<file path="src/rtl/buffered_uart.sv">
// Buffered UART: byte-lane programmable divider, TX/RX FIFOs, framed serial TX/RX
// with optional parity, sticky error flags and a registered interrupt.
//
// TX state | meaning                      RX state | meaning
// IDLE     | line high, wait for FIFO     IDLE     | wait for synchronised low
// START    | drive start bit (0)          START    | half-bit check of start bit
// DATA     | shift data bits, LSB first   DATA     | sample data bits, LSB first
// PARITY   | drive parity bit             PARITY   | sample and check parity bit
// STOP     | drive STOP_BITS ones         STOP     | check stop bit, then wait for line high on error

module buffered_uart_fifo #(
    parameter int W     = 8,
    parameter int DEPTH = 16
) (
    input  logic                     clk,
    input  logic                     resetn,
    input  logic                     push,
    input  logic                     pop,
    input  logic [W-1:0]             din,
    output logic [W-1:0]             dout,
    output logic [$clog2(DEPTH):0]   count
);
    localparam int AW = $clog2(DEPTH);
    localparam int CW = AW + 1;
    localparam logic [CW-1:0] FULL    = CW'(DEPTH);
    localparam logic [CW-1:0] CNT_ONE = 1;
    localparam logic [AW-1:0] PTR_ONE = 1;

    logic [W-1:0]  mem [DEPTH];
    logic [AW-1:0] wr_ptr;
    logic [AW-1:0] rd_ptr;
    logic          do_push;
    logic          do_pop;

    // a push into a full FIFO is accepted when a pop frees a slot in the same cycle
    assign do_pop  = pop && (count != '0);
    assign do_push = push && ((count != FULL) || do_pop);
    assign dout    = mem[rd_ptr];

    always_ff @(posedge clk) begin
        if (!resetn) begin
            wr_ptr <= '0;
            rd_ptr <= '0;
            count  <= '0;
        end else begin
            if (do_push) wr_ptr <= wr_ptr + PTR_ONE;
            if (do_pop)  rd_ptr <= rd_ptr + PTR_ONE;
            if (do_push && !do_pop)
                count <= count + CNT_ONE;
            else if (do_pop && !do_push)
                count <= count - CNT_ONE;
        end
    end

    always_ff @(posedge clk) begin
        if (do_push) mem[wr_ptr] <= din;
    end
endmodule

module buffered_uart #(
    parameter int DATA_BITS  = 8,
    parameter int FIFO_DEPTH = 16,
    parameter int PARITY     = 0,
    parameter int STOP_BITS  = 1,
    parameter int DIV_RESET  = 400
) (
    input  logic        clk,
    input  logic        resetn,
    output logic        ser_tx,
    input  logic        ser_rx,
    input  logic [3:0]  reg_div_we,
    input  logic [31:0] reg_div_di,
    output logic [31:0] reg_div_do,
    input  logic        reg_dat_we,
    input  logic        reg_dat_re,
    input  logic [31:0] reg_dat_di,
    output logic [31:0] reg_dat_do,
    output logic        reg_dat_wait,
    input  logic        reg_sta_we,
    input  logic [31:0] reg_sta_di,
    output logic [31:0] reg_sta_do,
    output logic        irq
);
    localparam int CW = $clog2(FIFO_DEPTH) + 1;
    localparam logic [CW-1:0] FIFO_FULL = CW'(FIFO_DEPTH);

    typedef enum logic [2:0] {TX_IDLE, TX_START, TX_DATA, TX_PARITY, TX_STOP} tx_state_t;
    typedef enum logic [2:0] {RX_IDLE, RX_START, RX_DATA, RX_PARITY, RX_STOP} rx_state_t;

    logic [31:0] cfg_divider;
    logic [31:0] div_eff;

    always_ff @(posedge clk) begin
        if (!resetn) begin
            cfg_divider <= 32'(DIV_RESET);
        end else begin
            for (int i = 0; i < 4; i++)
                if (reg_div_we[i]) cfg_divider[8*i +: 8] <= reg_div_di[8*i +: 8];
        end
    end

    // timers reload from div_eff at each bit boundary, so a divider write never cuts a bit short
    assign div_eff    = (cfg_divider < 32'd4) ? 32'd4 : cfg_divider;
    assign reg_div_do = cfg_divider;

    logic                 tx_push, tx_pop, tx_empty, tx_full;
    logic [DATA_BITS-1:0] tx_head;
    logic [CW-1:0]        tx_count;

    assign tx_push      = reg_dat_we && !tx_full;
    assign reg_dat_wait = reg_dat_we && tx_full;
    assign tx_empty     = (tx_count == '0);
    assign tx_full      = (tx_count == FIFO_FULL);

    buffered_uart_fifo #(.W(DATA_BITS), .DEPTH(FIFO_DEPTH)) u_tx_fifo (
        .clk    (clk),
        .resetn (resetn),
        .push   (tx_push),
        .pop    (tx_pop),
        .din    (reg_dat_di[DATA_BITS-1:0]),
        .dout   (tx_head),
        .count  (tx_count)
    );

    tx_state_t            tx_state, tx_state_n;
    logic [31:0]          tx_timer, tx_timer_n;
    logic [DATA_BITS-1:0] tx_shift, tx_shift_n;
    logic [3:0]           tx_bitn, tx_bitn_n;
    logic                 tx_par, tx_par_n;
    logic                 tx_load;
    logic                 tx_line_n;
    logic                 ser_tx_q;

    always_ff @(posedge clk) begin
        if (!resetn) begin
            tx_state <= TX_IDLE;
            tx_timer <= '0;
            tx_shift <= '0;
            tx_bitn  <= '0;
            tx_par   <= 1'b0;
            ser_tx_q <= 1'b1;
        end else begin
            tx_state <= tx_state_n;
            tx_timer <= tx_timer_n;
            tx_shift <= tx_shift_n;
            tx_bitn  <= tx_bitn_n;
            tx_par   <= tx_par_n;
            ser_tx_q <= tx_line_n;
        end
    end

    always_comb begin
        tx_state_n = tx_state;
        tx_timer_n = (tx_timer != 32'd0) ? tx_timer - 32'd1 : tx_timer;
        tx_shift_n = tx_shift;
        tx_bitn_n  = tx_bitn;
        tx_par_n   = tx_par;
        tx_load    = 1'b0;
        case (tx_state)
            TX_IDLE:   tx_load = !tx_empty;
            TX_START:  if (tx_timer == 32'd0) begin
                           tx_state_n = TX_DATA;
                           tx_timer_n = div_eff;
                           tx_bitn_n  = '0;
                       end
            TX_DATA:   if (tx_timer == 32'd0) begin
                           tx_shift_n = tx_shift >> 1;
                           tx_timer_n = div_eff;
                           if (tx_bitn == 4'(DATA_BITS - 1)) begin
                               tx_state_n = (PARITY != 0) ? TX_PARITY : TX_STOP;
                               tx_bitn_n  = '0;
                           end else begin
                               tx_bitn_n = tx_bitn + 4'd1;
                           end
                       end
            TX_PARITY: if (tx_timer == 32'd0) begin
                           tx_state_n = TX_STOP;
                           tx_timer_n = div_eff;
                           tx_bitn_n  = '0;
                       end
            TX_STOP:   if (tx_timer == 32'd0) begin
                           if (tx_bitn == 4'(STOP_BITS - 1)) begin
                               tx_state_n = TX_IDLE;
                               tx_load    = !tx_empty;
                           end else begin
                               tx_bitn_n  = tx_bitn + 4'd1;
                               tx_timer_n = div_eff;
                           end
                       end
            default:   tx_state_n = TX_IDLE;
        endcase
        // loading straight from the last stop bit keeps back-to-back frames gapless
        if (tx_load) begin
            tx_state_n = TX_START;
            tx_timer_n = div_eff;
            tx_shift_n = tx_head;
            tx_par_n   = (PARITY == 1) ? ~^tx_head : ^tx_head;
        end
        tx_pop = tx_load;
        case (tx_state_n)
            TX_START:  tx_line_n = 1'b0;
            TX_DATA:   tx_line_n = tx_shift_n[0];
            TX_PARITY: tx_line_n = tx_par_n;
            default:   tx_line_n = 1'b1;
        endcase
    end

    assign ser_tx = ser_tx_q;

    logic rx_s1, rx_s2;

    always_ff @(posedge clk) begin
        if (!resetn) begin
            rx_s1 <= 1'b1;
            rx_s2 <= 1'b1;
        end else begin
            rx_s1 <= ser_rx;
            rx_s2 <= rx_s1;
        end
    end

    logic                 rx_push, rx_pop, rx_empty, rx_full;
    logic [DATA_BITS-1:0] rx_head;
    logic [CW-1:0]        rx_count;

    rx_state_t            rx_state, rx_state_n;
    logic [31:0]          rx_timer, rx_timer_n;
    logic [DATA_BITS-1:0] rx_shift, rx_shift_n;
    logic [3:0]           rx_bitn, rx_bitn_n;
    logic                 rx_par_ok, rx_par_ok_n;
    logic                 rx_brk, rx_brk_n;
    logic                 set_frame, set_par, set_ovr;

    assign rx_empty = (rx_count == '0);
    assign rx_full  = (rx_count == FIFO_FULL);
    assign rx_pop   = reg_dat_re && !rx_empty;

    buffered_uart_fifo #(.W(DATA_BITS), .DEPTH(FIFO_DEPTH)) u_rx_fifo (
        .clk    (clk),
        .resetn (resetn),
        .push   (rx_push),
        .pop    (reg_dat_re),
        .din    (rx_shift),
        .dout   (rx_head),
        .count  (rx_count)
    );

    always_ff @(posedge clk) begin
        if (!resetn) begin
            rx_state  <= RX_IDLE;
            rx_timer  <= '0;
            rx_shift  <= '0;
            rx_bitn   <= '0;
            rx_par_ok <= 1'b1;
            rx_brk    <= 1'b0;
        end else begin
            rx_state  <= rx_state_n;
            rx_timer  <= rx_timer_n;
            rx_shift  <= rx_shift_n;
            rx_bitn   <= rx_bitn_n;
            rx_par_ok <= rx_par_ok_n;
            rx_brk    <= rx_brk_n;
        end
    end

    always_comb begin
        rx_state_n  = rx_state;
        rx_timer_n  = (rx_timer != 32'd0) ? rx_timer - 32'd1 : rx_timer;
        rx_shift_n  = rx_shift;
        rx_bitn_n   = rx_bitn;
        rx_par_ok_n = rx_par_ok;
        rx_brk_n    = rx_brk;
        rx_push     = 1'b0;
        set_frame   = 1'b0;
        set_par     = 1'b0;
        set_ovr     = 1'b0;
        case (rx_state)
            // minus one absorbs the IDLE cycle so the start check lands mid-bit
            RX_IDLE:   if (!rx_s2) begin
                           rx_state_n = RX_START;
                           rx_timer_n = (div_eff >> 1) - 32'd1;
                       end
            RX_START:  if (rx_timer == 32'd0) begin
                           if (rx_s2) begin
                               rx_state_n = RX_IDLE;
                           end else begin
                               rx_state_n  = RX_DATA;
                               rx_timer_n  = div_eff;
                               rx_bitn_n   = '0;
                               rx_par_ok_n = 1'b1;
                           end
                       end
            RX_DATA:   if (rx_timer == 32'd0) begin
                           rx_shift_n = {rx_s2, rx_shift[DATA_BITS-1:1]};
                           rx_timer_n = div_eff;
                           if (rx_bitn == 4'(DATA_BITS - 1)) begin
                               rx_state_n = (PARITY != 0) ? RX_PARITY : RX_STOP;
                               rx_bitn_n  = '0;
                           end else begin
                               rx_bitn_n = rx_bitn + 4'd1;
                           end
                       end
            RX_PARITY: if (rx_timer == 32'd0) begin
                           rx_par_ok_n = (PARITY == 1) ? (^{rx_shift, rx_s2}) : !(^{rx_shift, rx_s2});
                           rx_state_n  = RX_STOP;
                           rx_timer_n  = div_eff;
                       end
            RX_STOP:   if (rx_brk) begin
                           if (rx_s2) begin
                               rx_brk_n   = 1'b0;
                               rx_state_n = RX_IDLE;
                           end
                       end else if (rx_timer == 32'd0) begin
                           if (!rx_s2) begin
                               set_frame = 1'b1;
                               rx_brk_n  = 1'b1;
                           end else begin
                               rx_state_n = RX_IDLE;
                               if (!rx_par_ok)
                                   set_par = 1'b1;
                               else if (rx_full && !rx_pop)
                                   set_ovr = 1'b1;
                               else
                                   rx_push = 1'b1;
                           end
                       end
            default:   rx_state_n = RX_IDLE;
        endcase
    end

    logic [2:0] errs;
    logic [2:0] err_clr;
    logic       rx_irq_en, tx_irq_en;
    logic       tx_busy;

    assign err_clr = reg_sta_we ? reg_sta_di[7:5] : 3'b000;
    assign tx_busy = (tx_state != TX_IDLE) || !tx_empty;

    always_ff @(posedge clk) begin
        if (!resetn) begin
            errs      <= 3'b000;
            rx_irq_en <= 1'b0;
            tx_irq_en <= 1'b0;
            irq       <= 1'b0;
        end else begin
            errs <= (errs & ~err_clr) | {set_ovr, set_par, set_frame};
            if (reg_sta_we) begin
                rx_irq_en <= reg_sta_di[8];
                tx_irq_en <= reg_sta_di[9];
            end
            irq <= (rx_irq_en && (!rx_empty || (errs != 3'b000))) || (tx_irq_en && tx_empty);
        end
    end

    assign reg_sta_do = {16'(rx_count), 6'd0, tx_irq_en, rx_irq_en, errs,
                         tx_busy, tx_full, tx_empty, rx_full, !rx_empty};
    assign reg_dat_do = rx_empty ? 32'hFFFF_FFFF : 32'(rx_head);

    logic unused_bits;
    assign unused_bits = ^{reg_dat_di[31:DATA_BITS], reg_sta_di[31:10], reg_sta_di[4:0]};
endmodule

</file>
<file path="config.mk">
export PLATFORM = sky130hd
export DESIGN_NAME = buffered_uart
export DESIGN_NICKNAME = d
export VERILOG_FILES = /design/src/rtl/buffered_uart.sv
export SDC_FILE = /design/constraint.sdc
export NUM_CORES = 1
export LEC_CHECK = 0
export CAP_MARGIN = 15
export CORE_ASPECT_RATIO = 1.2
export CORE_UTILIZATION = 57
export DETAILED_ROUTE_END_ITERATION = 10
export GPL_TIMING_DRIVEN = 0
export PLACE_DENSITY = 0.8
export SLEW_MARGIN = 0
export SYNTH_ARGS = -nofsm -noshare
export SYNTH_HDL_FRONTEND = slang
export SYNTH_HIERARCHICAL = 1
export SYNTH_SLANG_ARGS = --single-unit
</file>
<file path="constraint.sdc">
create_clock -name clk -period 5.6 [get_ports clk]
set_input_delay 1.12 -clock clk [delete_from_list [all_inputs] [get_ports clk]]
set_output_delay 1.12 -clock clk [all_outputs]
set_load 0.02 [all_outputs]
</file>
-- After elaboration in Yosys (flattened, before gate mapping)
Memory sizes are Yosys's and may differ from the RTL's. A register that Yosys moved wholly into a read port is not among the register bits.
Cells that the tools add are included.
- bits in registers: 164
- latch bits: 0
- RAM bits: 256
- ROM bits: 0
- output and inout bits: 99
- word-level logic and storage cells: 225
- memories kept: 2
- memories (memory ; words ; width ; read ports ; clocked after memory_dff ; write ports ; RTL line ; source):
    u_rx_fifo.mem ; 16 ; 8 ; 1 ; 1 ; 1 ; 29 ; logic [W-1:0] mem [DEPTH];
    u_tx_fifo.mem ; 16 ; 8 ; 1 ; 1 ; 1 ; 29 ;
- add/sub/neg operators: 13
- $mul: 0
- divide/modulo/power cells: 0
- order comparisons: 1
- equal/unequal tests: 28
- shifts and indexed selects: 0
- mux-type cells: 90
- bitwise logic cells: 3
- reduce and logical (&&, ||, !) cells: 59
- operators by type and width (cell ; count):
    2-to-1 mux 32 bit ; 12
    case mux 32 bit (3 select lines) ; 1
    zero test 32 bit ; 2
    case mux 32 bit (2 select lines) ; 1
    nonzero test 32 bit ; 2
    subtractor 32 x 1 -> 32 bit (second input constant) ; 2
    2-to-1 mux 4 bit ; 13
    2-to-1 mux 3 bit ; 16
    < comparator 32 x 3 -> 1 bit (second input constant) ; 1
    2-to-1 mux 1 bit ; 32
    subtractor 31 x 1 -> 32 bit (second input constant) ; 1
    case mux 3 bit (5 select lines) ; 2
    adder 4 x 1 -> 4 bit (second input constant) ; 6
    2-to-1 mux 8 bit ; 3
    2-to-1 mux 5 bit ; 4
    == test 3 x 2 -> 1 bit (second input constant) ; 6
    != test 2 bit (second input constant) ; 9
    logical AND 1 bit ; 14
    case mux 4 bit (3 select lines) ; 1
    nonzero test 2 bit ; 6
    adder 5 x 1 -> 5 bit (second input constant) ; 2
    == test 5 bit (second input constant) ; 2
    zero test 5 bit ; 2
    != test 5 bit (second input constant) ; 2
    other kinds (27) ; 52

-- Logic depth before layout (Yosys ltp)
Gate-level depths: netlist (run 1).
- depth after elaboration: 16
- mapped depth: 19
- gate-level depth less buffers: 17

-- Modules after synthesis
Netlist (run 1), hierarchy kept.
- by module, submodules not included (module ; times used ; cells each ; area an instance (um^2)):
    buffered_uart ; 1 ; 1124 ; 8689.6
    buffered_uart_fifo (u_rx_fifo) ; 1 ; 305 ; 5794.3
    buffered_uart_fifo (u_tx_fifo) ; 1 ; 306 ; 5749.3

-- Worst setup path after synthesis (run 1)
No wires, ideal clock.
- path type: register to register
- start: register tx_timer[0]
- end: register u_tx_fifo.count[3]
- library setup time: 0.062 ns
- arrival: 4.286 ns
- data required time: 5.538 ns
- slack: 1.252 ns
- cell stages (with the launch flop): 20
- path buffers: 2
- period minus slack after synthesis: 4.348 ns
- cell sequence: dfxtp_1 > inv_1 > ha_1 > or4b_4 > or4_4 > buf_6 > nor3_2 > a31oi_1 > inv_1 > buf_2 > nand2b_1 > o21ai_2 > inv_1 > ha_1 > inv_1 > ha_1 > a21o_1 > a21oi_1 > or4b_2 > nand3_1
- longest elaborated chain between the ends: 9
- elaborated cells between the ends (all ways): 12
- classes of those cells: 3 x mux; 9 x reduce/logical
- ends and longest elaborated chain (what ; RTL line ; source):
    start, declared ; 126 ; logic [31:0] tx_timer, tx_timer_n;
    start signal, assigned ; 144 ; tx_timer <= tx_timer_n;
    zero test 32 bit (*) ; 181 ; TX_STOP: if (tx_timer == 32'd0) begin
    2-to-1 mux 1 bit (*) ; 181 ;
    case mux 1 bit (2 select lines) (*) ; 159 ; case (tx_state)
    named net tx_load ; 130 ; logic tx_load;
    logical AND 1 bit (*) ; 36 ; assign do_pop = pop && (count != '0);
    logical OR 1 bit (*) ; 37 ; assign do_push = push && ((count != FULL) || do_pop);
    logical AND 1 bit (*) ; 37 ;
    named net u_tx_fifo.do_push ; 32 ; logic do_push;
    zero test 1 bit ; 50 ; else if (do_pop && !do_push)
    logical AND 1 bit ; 50 ;
    nonzero test 2 bit (no source line) ; -- ;
    end signal, assigned ; 49 ; count <= count + CNT_ONE;
    end signal, assigned ; 51 ; count <= count - CNT_ONE;
    end, declared ; 21 ; output logic [$clog2(DEPTH):0] count
The timed path passes the listed nets; every way through them passes the cells marked *.
A chain may end at the register's enable or synchronous reset.

-- Worst setup path in the final report (run 1)
- start: register tx_timer[12]
- end: register u_tx_fifo.count[3]
The elaborated chain is that of the path after synthesis.

==> results.py, run 1 <==
metrics = {
    "setup_path": {
        "r2r-start": "tx_timer[12]",
        "cp_max_fo": 12,
        "regToRegEndpoint": "u_tx_fifo/count[3]",
        "cp_cell_sequence": "nor4_1 > nand4_1 > nor3_2 > a31oi_1 > inv_1 > buf_2 > nand2b_1 > o21ai_2 > inv_1 > ha_1 > inv_1 > ha_1 > a21o_1 > a21oi_1 > or4b_2 > nand3_1",
        "worstSetupEndpointType": "register",
        "critPathRequiredTime_ps": 6100,
        "max_stage_delay_ps": 770,
        "reg2reg_setup_slack_ps": 530,
        "crit_type": "reg2reg",
        "slowest_stage": "nor4_1",
        "ff2ff_path_depth": 16,
        "crit_arrival_ps": 5580,
        "cp-start-kind": "register",
        "crit_top_cell": "inv_1",
    },
    "clock_network": {
        "cts-resized-gates": 0,
        "clock_path_buffers": 3,
        "cts_tree": "yes",
        "ctsRootBufferMaster": "clkbuf_16",
        "clk_pin_slew_worst_paths_ps": 70,
        "cts_sinks": 428,
        "h-tree-depth": 2,
        "cts-hold-fix-buffers": 0,
        "cts_setup_buffers": 0,
        "clock_latency_ps": 570,
        "cts_buffers": 43,
    },
    "synthesis": {
        "avgSynthCellArea_um2": 11.7,
        "synth_top_cells_by_count": "256 x edfxtp_1, 172 x dfxtp_1, 143 x nor2_1",
        "netlist.area_leader.share_pct": 38.0,
        "synth_area_mm2": 0.0202,
        "async_flop_share_pct": 0,
        "synth_seq_cells": 428,
        "synth_flop_cell": "edfxtp_1",
        "ys_types": 80,
        "synth-edff-count": 256,
        "syn-instance-count": 1735,
        "yosysTopAreaCell": "edfxtp_1",
        "netlist_top_cells_area": "edfxtp_1 38%, dfxtp_1 17%, mux4_2 7.1%",
        "yosys_warnings": 6,
        "synth_most_common_cell": "edfxtp_1",
        "ys_seq_area_share_pct": 55.0,
    },
    "timing": {
        "rsz0062_at_grt": "false",
        "maxSlewHeadroom_pct": 30.6,
        "layout_setup_ws_ps": 526,
        "setup_viol_count_final": 0,
        "fin_crit_sh_pct": 90.6,
        "fmax_ghz": 0.197,
        "finalHoldViolations": 0,
        "finalMaxSlewViolations": 0,
        "worst_pin_slew_ps": 1030,
        "fin_setup_tns_ps": 0,
        "fin_crit_ps": 5070,
        "finClkSkew_ps": 23.7,
    },
    "placement": {
        "dp_hpwl_um": 37800,
        "place_inst": 2351,
        "pre_cts_ws_ps": 439,
        "io_buffers": 132,
        "globalplace.congestion": 0.978,
    },
    "drt": {
        "route.detailed.drc": 0,
        "viasPerCell": 6.25,
        "vias": 15200,
        "ant_nets": 0,
        "dr.pass1.iters": 5,
        "drt-wirelength-per-cell_um": 22.3,
        "drt-initial-drc-count": 1485,
        "routed_wl_um": 54200,
    },
    "cells_and_area": {
        "antenna_cells": 0,
        "final_util_pct": 67.7,
        "final_cells": 2433,
        "num-fill-cells": 2494,
        "drive_above_1_share_pct": 12.0,
        "layout.nets": 2068,
        "syn_to_final_growth_pct": 17.1,
    },
    "pwr": {
        "p_per_area_mw_per_mm2": 498,
        "power_uw": 11800,
        "power.leakage_uw": 0.00846,
        "ir_worst_vdd_mv": 0.333,
    },
    "grt": {
        "grt_util_all_layers_pct": 29.9,
        "grt_pass1_wl_um": 83900,
        "use_met1_pct": 39.0,
        "antenna_found_initial": 0,
        "gr-usage-met2_pct": 49.1,
        "grt_start_max_net_pins": 25,
        "grt_overflow_total": 0,
        "met3_usage_pct": 5.19,
        "top_usage_layer": "met2",
        "grt_pass1_vias": 15100,
    },
    "floorplanning": {
        "io_pins": 205,
        "coreArea_mm2": 0.0350,
        "die_h_um": 208,
        "dieArea_mm2": 0.0363,
        "dieWidth_um": 174,
        "row_count": 75,
        "start_util_pct": 57.8,
    },
    "worst_hold_path": {
        "worstHoldStart": "rx_s1",
        "min_path_cells": 1,
        "hold_class": "reg2reg",
        "hold-path-endpoint": "rx_s2",
    },
    "outcome": {
        "status": "completed",
    },
    "run": {
        "cap_violations": 0,
    },
}
critical path, delay by kind of cell (launching register included):
kind / cells / cell delay, ps
compound gates: 4 / 580
fa+ha+maj: 2 / 460
buf+inv: 4 / 660
flops: 1 / 350
simple gates: 6 / 2980
state kept, by name (all words and copies together) (netlist names), 5 cells and up, named ones only:
name and cells:
tx_shift 8, u_tx_fifo/count 5, u_tx_fifo/mem 128, reg_div_do 32
tx_timer 32, u_rx_fifo/mem 128, rx_shift 8, rx_timer 32
u_rx_fifo/count 5
area by class of cell:
class / count / area (um^2) / area share, %
clock buffer: 51 / 1110 / 4.67
clock inverter: 29 / 329 / 1.39
multi-input combinational: 1155 / 8320 / 35.1
tap: 462 / 578 / 2.44
buffer: 140 / 752 / 3.17
inverter: 28 / 105 / 0.444
sequential: 428 / 11100 / 47.0
timing repair buffer: 140 / 1370 / 5.79
kinds of logic (layout without fill, tap and decap cells):
group	count (synthesis)	count (layout)	synth area share (%)
xor gates and xnor gates	91	91	3.94
DFF	428	428	55.0
AOI/OAI and AO/OA	318	318	10.7
muxes	116	116	9.76
and+or+nand+nor	587	587	14.6
other	1	17	0.0185
adders and majority gates	26	26	1.68
buffers and inverters	168	388	4.24
power breakdown:
part	leakage [uW]	total, uW	switching, uW	internal [uW]
Clock	0.000697	2930	1220	1700
Combinational	0.00401	4910	2760	2150
Sequential	0.00375	3960	321	3630
Total	0.00846	11800	4300	7480
routing by layer:
layer,share of wire (%),vias to the layer above
met5,0,-
met4,3.8,0
met3,8.9,155
met2,48,824
met1,39,7368
li1,-,6860
placed cells by master, fill, tap and decap left out, drive strengths merged, types with 12 or more instances in the layout:
master and instances:
edfxtp 256, dfxtp 172, nor2 144, nand2 137, clkdlybuf4s50 132, clkbuf 121, a21oi 82, buf 78
mux4 64, nor3 60, xnor2 56, a22oi 53, mux2i 51, o21ai 48, nand3 35, and2 35
xor2 35, nor4 31, inv 28, nand2b 26, or3 24, ha 24, a211oi 22, clkinv 21
and3 17, conb 17, or4 16, nor2b 14, a31oi 12, or2 12
metrics by stage:
stage	cell area (um^2)	hold slack [ps]
after floorplan	20300	386
after global placement	22200	407
after detailed placement	22200	408
after CTS	23700	418
after global routing	23700	432
final	23700	411
how the worst max path moves through the flow:
stage | from | end | slack, ps | cells past startpoint
finish | tx_timer[12] | u_tx_fifo/count[3] | 530 | 16
global route | tx_timer[0] | u_tx_fifo/count[3] | 270 | 19
CTS | tx_timer[0] | u_tx_fifo/mem[0][7] | 420 | 13
detailed placement | tx_timer[0] | u_tx_fifo/mem[0][7] | 440 | 13
global placement | tx_timer[0] | u_tx_fifo/mem[2][7] | 500 | 13
floorplan | tx_timer[0] | u_tx_fifo/count[3] | 1250 | 19
Note: power is estimated with default switching activity, not from simulation.
==> inputs of run 2 (changes only) <==
--- a/config.mk
+++ b/config.mk
@@ -11,6 +11,7 @@
 export DETAILED_ROUTE_END_ITERATION = 10
 export GPL_TIMING_DRIVEN = 0
 export PLACE_DENSITY = 0.8
+export SKIP_LAST_GASP = 1
 export SLEW_MARGIN = 0
 export SYNTH_ARGS = -nofsm -noshare
 export SYNTH_HDL_FRONTEND = slang
==> results of run 2 <==
No change in the layout: final DEF, timing and power equal those of run 1.
